`config.mk`:
```
export PLATFORM = sky130hd
export DESIGN_NAME = snake_renderer
export DESIGN_NICKNAME = d
export VERILOG_FILES = /design/src/rtl/snake_renderer_pkg.sv /design/src/rtl/vga_delay_line.sv /design/src/rtl/snake_renderer.sv
export SDC_FILE = /design/constraint.sdc
export NUM_CORES = 1
export LEC_CHECK = 0
export CORE_MARGIN = 5
export CORE_UTILIZATION = 50
export CTS_CLUSTER_SIZE = 20
export DETAILED_ROUTE_END_ITERATION = 6
export GPL_TIMING_DRIVEN = 0
export PLACE_DENSITY = 0.83
export RECOVER_POWER = 50
export SYNTH_ARGS = -nofsm -noshare
export SYNTH_HDL_FRONTEND = slang
export SYNTH_SLANG_ARGS = --single-unit
```
`constraint.sdc`:
```
create_clock -name clk -period 2.55 [get_ports clk]
set_input_delay 0.51 -clock clk [delete_from_list [all_inputs] [get_ports clk]]
set_output_delay 0.51 -clock clk [all_outputs]
set_load 0.05 [all_outputs]
```
`src/rtl/snake_renderer_pkg.sv`:
```
// Shared definitions for the snake renderer: cell codes, colour levels,
// board geometry defaults and the 640x480 VGA timing constants.
package snake_renderer_pkg;

    typedef enum logic [1:0] {
        CELL_EMPTY = 2'd0,
        CELL_BODY  = 2'd1,
        CELL_HEAD  = 2'd2,
        CELL_FOOD  = 2'd3
    } cell_t;

    localparam logic [2:0] COL_OFF  = 3'd0;
    localparam logic [2:0] COL_FULL = 3'd7;

    localparam int DEF_CELL_SHIFT = 5;
    localparam int DEF_GRID_W     = 20;
    localparam int DEF_GRID_H     = 15;
    localparam int DEF_BLINK_BIT  = 4;

    localparam int H_VISIBLE = 640;
    localparam int H_FRONT   = 16;
    localparam int H_SYNC    = 96;
    localparam int H_BACK    = 48;
    localparam int H_TOTAL   = 800;
    localparam int V_VISIBLE = 480;
    localparam int V_FRONT   = 10;
    localparam int V_SYNC    = 2;
    localparam int V_BACK    = 33;
    localparam int V_TOTAL   = 525;

    // Board index row*20 + col, with the multiply by 20 built from shifts.
    function automatic logic [8:0] grid_addr(input logic [3:0] row, input logic [4:0] col);
        logic [8:0] r9;
        r9 = {5'd0, row};
        return (r9 << 4) + (r9 << 2) + {4'd0, col};
    endfunction

endpackage

```
`src/rtl/vga_delay_line.sv`:
```
// N-stage shift register carrying sync/video_on bits alongside the pixel
// pipeline; each bit has its own reset value so syncs idle high.
module vga_delay_line #(
    parameter int               WIDTH     = 1,
    parameter int               DEPTH     = 3,
    parameter logic [WIDTH-1:0] RESET_VAL = '0
) (
    input  logic             clk,
    input  logic             rst,
    input  logic [WIDTH-1:0] din,
    output logic [WIDTH-1:0] dout
);

    logic [WIDTH-1:0] stage [DEPTH];

    // Shift the input through DEPTH registers, all loaded with RESET_VAL on reset.
    always_ff @(posedge clk or posedge rst) begin
        if (rst) begin
            for (int i = 0; i < DEPTH; i++) begin
                stage[i] <= RESET_VAL;
            end
        end else begin
            stage[0] <= din;
            for (int i = 1; i < DEPTH; i++) begin
                stage[i] <= stage[i-1];
            end
        end
    end

    assign dout = stage[DEPTH-1];

endmodule

```
`src/rtl/snake_renderer.sv`:
```
// Pixel-stage renderer: maps the pixel to a board cell, reads its code and
// produces registered RGB three clocks after the inputs, with matching syncs
// and a once-per-frame tick for the game logic.
module snake_renderer
    import snake_renderer_pkg::*;
#(
    parameter int CELL_SHIFT = DEF_CELL_SHIFT,
    parameter int GRID_W     = DEF_GRID_W,
    parameter int GRID_H     = DEF_GRID_H,
    parameter int BLINK_BIT  = DEF_BLINK_BIT
) (
    input  logic       clk,
    input  logic       rst,
    input  logic       hsync_in,
    input  logic       vsync_in,
    input  logic       video_on_in,
    input  logic [9:0] pixel_x,
    input  logic [9:0] pixel_y,
    output logic [8:0] cell_addr,
    input  logic [1:0] cell_data,
    input  logic       game_over,
    output logic       hsync_out,
    output logic       vsync_out,
    output logic [2:0] red,
    output logic [2:0] grn,
    output logic [2:0] blu,
    output logic       frame_tick
);

    logic [9:0]            col_full;
    logic [9:0]            row_full;
    logic                  in_grid;
    logic [CELL_SHIFT-1:0] ox1, oy1, ox2, oy2;
    cell_t                 cell2;
    logic                  von2;
    logic [1:0]            sync_out;
    logic [2:0]            red_n, grn_n, blu_n;
    logic                  blink;
    logic                  vs_prev;
    logic                  fall;
    logic [5:0]            frame_cnt;

    assign col_full = pixel_x >> CELL_SHIFT;
    assign row_full = pixel_y >> CELL_SHIFT;
    assign in_grid  = (col_full < 10'(GRID_W)) && (row_full < 10'(GRID_H));

    // Stage 1: board address and in-cell offsets; off-board pixels read cell 0.
    always_ff @(posedge clk or posedge rst) begin
        if (rst) begin
            cell_addr <= '0;
            ox1       <= '0;
            oy1       <= '0;
        end else begin
            cell_addr <= in_grid ? grid_addr(row_full[3:0], col_full[4:0]) : 9'd0;
            ox1       <= pixel_x[CELL_SHIFT-1:0];
            oy1       <= pixel_y[CELL_SHIFT-1:0];
        end
    end

    // Stage 2: capture the cell code returned for the stage-1 address.
    always_ff @(posedge clk or posedge rst) begin
        if (rst) begin
            cell2 <= CELL_EMPTY;
            ox2   <= '0;
            oy2   <= '0;
        end else begin
            cell2 <= cell_t'(cell_data);
            ox2   <= ox1;
            oy2   <= oy1;
        end
    end

    vga_delay_line #(
        .WIDTH     (2),
        .DEPTH     (3),
        .RESET_VAL (2'b11)
    ) u_sync_dly (
        .clk  (clk),
        .rst  (rst),
        .din  ({hsync_in, vsync_in}),
        .dout (sync_out)
    );

    vga_delay_line #(
        .WIDTH     (1),
        .DEPTH     (2),
        .RESET_VAL (1'b0)
    ) u_von_dly (
        .clk  (clk),
        .rst  (rst),
        .din  (video_on_in),
        .dout (von2)
    );

    assign hsync_out = sync_out[1];
    assign vsync_out = sync_out[0];
    assign blink     = game_over & frame_cnt[BLINK_BIT];

    // Colour decode: row/column 0 of each cell is a black gap; game over blinks snake red.
    always_comb begin
        red_n = COL_OFF;
        grn_n = COL_OFF;
        blu_n = COL_OFF;
        if (von2 && (ox2 != '0) && (oy2 != '0)) begin
            case (cell2)
                CELL_BODY: begin
                    if (blink) red_n = COL_FULL;
                    else       grn_n = COL_FULL;
                end
                CELL_HEAD: begin
                    red_n = COL_FULL;
                    if (!blink) grn_n = COL_FULL;
                end
                CELL_FOOD: red_n = COL_FULL;
                default: ;
            endcase
        end
    end

    // Stage 3: register the colour so it lines up with the delayed syncs.
    always_ff @(posedge clk or posedge rst) begin
        if (rst) begin
            red <= COL_OFF;
            grn <= COL_OFF;
            blu <= COL_OFF;
        end else begin
            red <= red_n;
            grn <= grn_n;
            blu <= blu_n;
        end
    end

    assign fall = vs_prev & ~vsync_in;

    // Frame pacing: tick and count on each vsync falling edge; vs_prev clears so release never ticks.
    always_ff @(posedge clk or posedge rst) begin
        if (rst) begin
            vs_prev    <= 1'b0;
            frame_tick <= 1'b0;
            frame_cnt  <= '0;
        end else begin
            vs_prev    <= vsync_in;
            frame_tick <= fall;
            if (fall) frame_cnt <= frame_cnt + 6'd1;
        end
    end

endmodule

```
# Word-level counts from Yosys, hierarchy flattened
# Index checks and enable logic that the tools add are counted.
# totals
word_cells	41
out_inout_bits	21
regBits	53
inputBits	28
# op_classes
muxes	7
bitwise	3
n_lt_le_gt_ge	2
eq_ne	3
n_addsub	3
n_reduce_logical	7
# op_table
operator	n
$mux W3	5
$reduce_bool A5 Y1	2
$add A8 B6 Y9	1
$add A9 B5 Y9	1
$mux W9	1
$add A6 B1 Y6 const B	1
$pmux W3 S2	1
$lt A5 B4 Y1 const B	1
$lt A5 B5 Y1 const B	1
$eq A2 B2 Y1 const B	2
$reduce_or A2 Y1	2
$logic_and A1 B1 Y1	3
$and A1 B1 Y1	2
$eq A2 B1 Y1 const B	1
$not A1 Y1	1

# Depth between registers and ports, before layout
# Gate-level depths: netlist (run 1).
# logic_depth
word_depth	4
depth_mapped	7
mapped_depth_nobuf	7

# Cells and area by module
# A second synthesis (run 1) with hierarchy kept.
# hier_totals
hier_cells	122
area_unflattened_um2	1783.0
# modules_own_cells
module	n_inst	cells_per_inst	area_per_inst_um2	seq_area_each_um2
snake_renderer	1	110	1552.7	1001.0
vga_delay_line at u_sync_dly	1	9	176.4	157.7
vga_delay_line at u_von_dly	1	3	53.8	50.0

# Worst setup path before layout (run 1)
# Ideal clock, no wire load.
# synth_timing
path_kind	input-to-reg
from	in pixel_x[9]
to	reg cell_addr[7]
stages	7
n_path_buf	0
required_ns	2.464
t_arrival_ns	1.904
slack_ns	0.560
setup_time_ns	0.086
cell_sequence	inv_1 > fa_1 > inv_1 > fa_1 > nand3_1 > a21boi_0 > nor3_1
# synth_between
elab_chain_len	3
elab_cells_between_ends	4
cone_classes	add/sub: 1; order compare: 1; mux: 1; reduce/logical: 1
# synth_lines
element	line_no	rtl
from (decl)	snake_renderer.sv:17	input logic [9:0] pixel_x,
parallel branches: the longest is 2 deep, another holds $add A9 B5 Y9	n/a	
$mux W9 *	snake_renderer.sv:54	cell_addr <= in_grid ? grid_addr(row_full[3:0], col_full[4:0]) : 9'd0;
to (signal assigned)	snake_renderer.sv:54	
to (decl)	snake_renderer.sv:19	output logic [8:0] cell_addr,
# Every way passes the cells marked *.
# A chain may end at the register's enable or synchronous reset.

# Final worst setup path (run 1)
# layout_timing
from	in pixel_y[5]
to	reg cell_addr[7]
# layout_between
elab_chain_len	3
elab_cells_between_ends	5
cone_classes	add/sub: 2; order compare: 1; mux: 1; reduce/logical: 1
# layout_lines
element	line_no	rtl
from (decl)	snake_renderer.sv:18	input logic [9:0] pixel_y,
$add A8 B6 Y9 / $lt A5 B4 Y1 (equally long branches)	snake_renderer_pkg.sv:35, snake_renderer.sv:45	
$add A9 B5 Y9 / $logic_and A1 B1 Y1 (equally long branches)	snake_renderer_pkg.sv:35, snake_renderer.sv:45	
$mux W9 *	snake_renderer.sv:54	
# Every way passes the cells marked *; elsewhere a longest branch is shown, timed or not.

==> results of run 1 <==
==> worst reg2reg max path, cell delays in order, from the launching register on <==
cell,delay [ns]
dfrtp_1,0.37
or4_1,0.53
nor2_1,0.15
nor4_1,0.07
==> sequential cells by signal, indices dropped and copies added, names as in the netlist, 2 cells and up <==
register / flops
cell_addr: 9
oy1: 5
ox2: 5
frame_cnt: 5
ox1: 5
u_sync_dly.stage: 4
cell2: 2
oy2: 5
u_sync_dly.dout: 2
==> area by class of cell <==
class | count | area, µm² | share of cell area (%)
multi-input combinational | 56 | 464 | 19.9
sequential | 48 | 1210 | 51.9
clock inverter | 1 | 8.76 | 0.376
inverter | 8 | 30.0 | 1.29
tap | 46 | 57.6 | 2.47
buffer | 8 | 56.3 | 2.42
timing repair buffer | 45 | 450 | 19.3
clock buffer | 7 | 55.1 | 2.36
==> metal layers <==
| layer | track usage [%] | up-vias |
|---|---|---|
| li1 | - | 495 |
| met1 | 14.7 | 489 |
| met2 | 23.0 | 41 |
| met3 | 4.78 | 5 |
| met4 | 5.86 | 0 |
| met5 | 0 | - |
==> cell usage in the layout, fill, tap and decap left out, drive strengths merged, types with 3 or more instances in the layout <==
master	count
dfrtp	42
inv	8
dfstp	6
buf	7
and3	5
nor3	3
nand2	4
clkdlybuf4s50	29
xnor2	4
conb	3
ha	12
clkbuf	8
dlygate4sd3	16
==> through the flow <==
stage / total power (W) / utilization [%] / hold slack [ns] / setup TNS [ns] / setup WS, ns
6_report: 0.00157 / 69.3 / 0.364 / 0 / 0.201
5_1_grt: 0.00166 / 69.3 / 0.367 / 0 / 0.117
4_1_cts: 0.00160 / 69.6 / 0.365 / 0 / 0.179
3_5_place_dp: 0.00124 / 67.7 / 0.337 / -0.264 / -0.160
3_3_place_gp: 0.00122 / 67.7 / 0.332 / -0.129 / -0.129
2_1_floorplan: 0.00111 / - / 0.331 / 0 / 0.560
==> cells by family after synthesis <==
kind of cell    count (synthesis)  synth area share (%)
xor+xnor                        5                  2.49
other cells                     1                 0.213
fa+ha+maj                      14                  10.8
simple gates                   24                  7.96
flops                          48                  68.7
compound gates                  9                  4.26
buf+inv                        16                  4.97
mux                             1                 0.640
==> power by group through the flow <==
stage	Clock, W	Sequential (W)	Combinational [W]
after global placement	0	0.000899	0.000322
after floorplan	0	0.000952	0.000160
after detailed placement	0	0.000905	0.000336
after CTS	0.000365	0.000891	0.000339
final	0.000353	0.000891	0.000328
after global routing	0.000401	0.000900	0.000358
==> worst paths after layout <==
kind | from | endpoint | slack (ns) | depth (start not counted)
setup / recovery | pixel_y[5] | cell_addr[7] | 0.20 | 8
hold / removal | u_sync_dly.stage[5] | u_sync_dly.stage[3] | 0.36 | 0
setup reg to reg | ox2[0] | red[1] | 1.33 | 3
hold reg to reg | u_sync_dly.stage[5] | u_sync_dly.stage[3] | 0.36 | 0
max in group asynchronous | rst | cell_addr[8] | 0.63 | 2
min in group asynchronous | rst | cell2[0] | 0.97 | 2
==> run metrics, run 1 <==
Cell Area, Synth 1760 µm²; placed insts 211; share of the synthesized area in the top cell type 59.7%; dominant synthesized flop cell dfrtp_1; sequential element share of the synthesized area 68.7%; crit-path max cell delay 0.51 ns; GR Util All Layers 13.3%; Ant. Diodes 0; vias per cell 4.70; Worst EP required 2.79 ns; Slowest cell on crit path clkdlybuf4s50_1; Slew HR -10.1%; H-tree depth 2; met3 routed WL 215 µm; final std cells w/o fill 219; DPL Wire Length 2190 µm; Met2 Routed Length 1490 µm; logic gate share of total power 20.9%; # Post-CTS Setup Buffers 0; VDD IR max 0.000360 V; Post-synth EDFFs 0; clock-pin slew on the worst setup and hold paths 0.12 ns; largest net degree at the start of global routing 49; Placer Congestion 0.722; pwr dens 674 nW/µm²; final setup skew 0.00989 ns; Buf/Inv on CP 3; synthesized flop and latch total 48; routed metal-1 wire length 1070 µm; Clock Power Share 22.4%; Die X 69.3 µm; core area 3360 µm²; wire length per cell 12.9 µm; failing checks capacitance limit, slew limit; Fill cells 243; sw frac 28.4%; initial antenna violation count 0; outcome finished, violations left; vias in the first global route 1077; yosys warns 0; first-pass GRT wire length 5010 µm; Tcrit/Tclk final 92.1%; Num CTS Buffers 5; antenna-violating nets left 0; Port-buffer cells 45; Initial DRC Count 37; Crit. End Element register; dpl cell area 2280 µm²; Hold Vio Cnt, Final 0; number of remaining DRC errors 0; CTS tree yes; worst path cell trace clkdlybuf4s50_1 > inv_1 > fa_1 > inv_1 > fa_1 > nand3_1 > a21boi_0 > nor3_1; worst slew pin tran 1.65 ns; Synth Instances 118; crit start category input port; Die ar. 4810 µm²; top-count cell post-synth dfrtp_1; Die Span Y 69.3 µm; fin crit period 2.35 ns; Area Growth Syn to Fin 32.4%; share of layout cells above drive strength 1 13.3%; drt first pass iters 4; number of I/O pins 49; PostCTS Resize Cnt 0; fmax 426 MHz; Clk Tree Root Cell clkbuf_4; Avg Cell Area, Syn 14.9 µm²; Synth area leader dfrtp_1; internal power 0.00112 W; leakage 1.09 nW; Vias 1030; highest metal used met4; Slew Limit Fails 49; most area-consuming cells after synthesis dfrtp_1, dfstp_2, ha_1; NetSw 0.000447 W; clock latency on the worst-skew pair 0.35 ns; # rows 21; Max-cap violations 1; Top delay family on crit path adder cells; Min-Delay Path Class register to register; post-synthesis cell type count 29; initial core utilization 52.3%; GRT overflow 0; async set-or-reset flop fraction in the synthesized netlist 100%; Crit Path Class input port to register; Max Buffers Root-to-Sink 2; Clock Sinks 48; RSZ-0062 raised after global routing no; most common library cells after synthesis dfrtp_1, ha_1, inv_1, buf_4, dfstp_2; worst-path fanout max 3; post-route cell area 2330 µm²; CTS Hold Bufs 0; Final Routed Wirelength 2830 µm; critical path arrival 2.59 ns; layout net count 214; Final setup viols 0; power share of the sequential group 56.7%
Note: power is estimated with default switching activity, not from simulation.
==> inputs of run 2 (changes only) <==
- CTS_CLUSTER_SIZE: 20 -> 12
- PLACE_DENSITY: 0.83 -> unset
- PLACE_DENSITY_LB_ADDON: unset -> 0.3
==> run 2 against run 1 <==
  * The run still ends with capacitance limit, slew limit left
  * Sequential cell count did not move
  * Cell area grew 0.86%
  * Register-to-register slack lost 0.30 ns
  * Worst setup slack lost 0.15 ns
  * Combinational power is essentially flat
  * Final cell count unchanged
  * Non-clock buffer count stayed put
  * Die area is the same
  * First-iteration DRC count down 2.7%
==> run metrics, run 2 (same netlist as run 1, synthesis figures left out) <==
Die Span Y 69.3 µm (unchanged); number of remaining DRC errors 0 (unchanged); crit-path max cell delay 0.58 ns (+0.07 ns); worst-path fanout max 3 (unchanged); Ant. Diodes 0 (unchanged); DPL Wire Length 2420 µm (+10%); Top reg by flops cell_addr; Tcrit/Tclk final 97.9% (+5.8 points); RSZ-0062 raised after global routing no; share of layout cells above drive strength 1 13.3% (unchanged); Slew Limit Fails 49 (unchanged); vias in the first global route 1178 (+9.4%); grt met3 use 4.64% (-0.14 points); leakage 1.10 nW (+0.97%); crit start category input port; R2R cell count 3 (unchanged); critical path launch point pixel_y[7]; Final Routed Wirelength 3120 µm (+10%); Min-Delay Path Class register to register; worst path cell trace dlygate4sd3_1 > inv_1 > fa_1 > inv_1 > fa_1 > nand3_1 > a21boi_0 > nor3_1; Crit Path Class input port to register; placed insts 211 (unchanged); final std cells w/o fill 219 (unchanged); outcome finished, violations left; PostCTS Resize Cnt 0 (unchanged); Final WS setup 0.0538 ns (-0.148 ns); # rows 21 (unchanged); initial core utilization 52.3% (unchanged); Max Buffers Root-to-Sink 2 (unchanged); area of the multi-input gates 458 µm² (-1.3%); Hold Vio Cnt, Final 0 (unchanged); Clk Tree Root Cell clkbuf_4; final setup skew 0.00954 ns (-0.000348 ns); vias per cell 4.83 (+2.6%); VDD IR max 0.000352 V (-2.2%); number of I/O pins 49 (unchanged); fin util 69.9% (+0.60 points); layout net count 214 (unchanged); worst slew pin tran 1.70 ns (+0.0455 ns); Num CTS Buffers 5 (unchanged); post-place setup slack -0.279 ns (-0.120 ns); CTS tree yes; Reg-to-Reg Start oy2[0]; failing checks capacitance limit, slew limit; antenna-violating nets left 0 (unchanged); CTS Hold Bufs 0 (unchanged); fmax 401 MHz (-5.9%); fin crit period 2.50 ns (+0.148 ns); H-tree depth 2 (unchanged); first-pass GRT wire length 5330 µm (+6.5%); FF/Latch Area 1210 µm² (unchanged); Worst EP required 2.80 ns (about the same); Die X 69.3 µm (unchanged); max reg flops 9 (unchanged); critical path arrival 2.75 ns (+0.16 ns); Crit. End Element register; core area 3360 µm² (unchanged); hold depth 0 (unchanged); Die ar. 4810 µm² (unchanged); GRT overflow 0 (unchanged); Clock Sinks 48 (unchanged); Placer Congestion 0.751 (+4.1%); Vias 1057 (+2.6%); Initial DRC Count 36 (-2.7%); most frequent cells in the layout dfrtp_1, clkdlybuf4s50_1, dlygate4sd3_1; largest net degree at the start of global routing 49 (unchanged); GRT met1 Usage 14.4% (-0.23 points); clock latency on the worst-skew pair 0.35 ns (about the same); drt first pass iters 6 (+2); Min Hold Slack 0.363 ns (-0.000513 ns); pwr dens 718 nW/µm² (+6.5%); commonest non-fill, non-tap cell in the layout dfrtp_1; initial antenna violation count 0 (unchanged); worst min-delay path startpoint oy1[3]; GR Util met2 25.1% (+2.1 points); Area Growth Syn to Fin 33.5%; Port-buffer cells 45 (unchanged); Final setup viols 0 (unchanged); Max-cap violations 1 (unchanged); grt peak-use layer met2; GR Util All Layers 14.3% (+0.98 points); # Post-CTS Setup Buffers 0 (unchanged); Slew HR -13.2% (-3.0 points); wire length per cell 14.3 µm (+10%); Fill cells 267 (+9.9%); Slowest cell on crit path dlygate4sd3_1; clock-pin slew on the worst setup and hold paths 0.13 ns (about the same)
[run 2: cell count changes in the layout (fill, tap and decap cells not counted)]
cell,before,now
or4_4,1,0
o21ai_2,1,0
or4_2,0,1
o21ai_0,0,1
bufinv_16,0,1
clkbuf_1,2,1
[run 2: metal layers]
metal / vias up / part of all wire (%)
li1: 492 / -
met3: 10 / 6.2
met2: 43 / 56
met5: - / 0
met1: 512 / 35
met4: 0 / 3.3
[run 2: final timing paths]
path / end / slack [ns]
worst max-delay path: cell_addr[7] / 0.05
worst min-delay path: oy2[3] / 0.36
worst max register to register: red[1] / 1.03
worst min register to register: oy2[3] / 0.36
max in group asynchronous: ox2[0] / 0.59
min in group asynchronous: frame_tick / 0.97
[run 2: area by class of cell]
type	instances	share of cell area (%)
clock buffer	6	2.18
multi-input combinational	56	19.5
clock inverter	2	1.65
sequential	48	51.4
timing repair buffer	45	19.2
buffer	8	2.39
tap	46	2.45
inverter	8	1.28
[run 2: power breakdown]
| group | switching (W) | total [W] | internal [W] |
|---|---|---|---|
| clock | 0.000230 | 0.000465 | 0.000235 |
| combinational | 0.000186 | 0.000331 | 0.000145 |
| sequential | 0.0000499 | 0.000892 | 0.000842 |
| total | 0.000466 | 0.00169 | 0.00122 |
[run 2: stage by stage]
step	instance area (µm²)	total power, W	TNS, ns
6_report	2350	0.00169	0
5_1_grt	2350	0.00178	0
4_1_cts	2370	0.00171	0
3_5_place_dp	2280	0.00125	-0.308
3_3_place_gp	2280	0.00122	-0.102
2_1_floorplan	1770	0.00111	0
[run 2: worst max-delay path, delay by kind of cell]
kind	cells	cell delay [ns]
adder cells (fa/ha/maj)	2	0.96
AND/OR/NAND/NOR	2	0.42
buffers and inverters	3	0.73
AO/OA/AOI/OAI	1	0.12
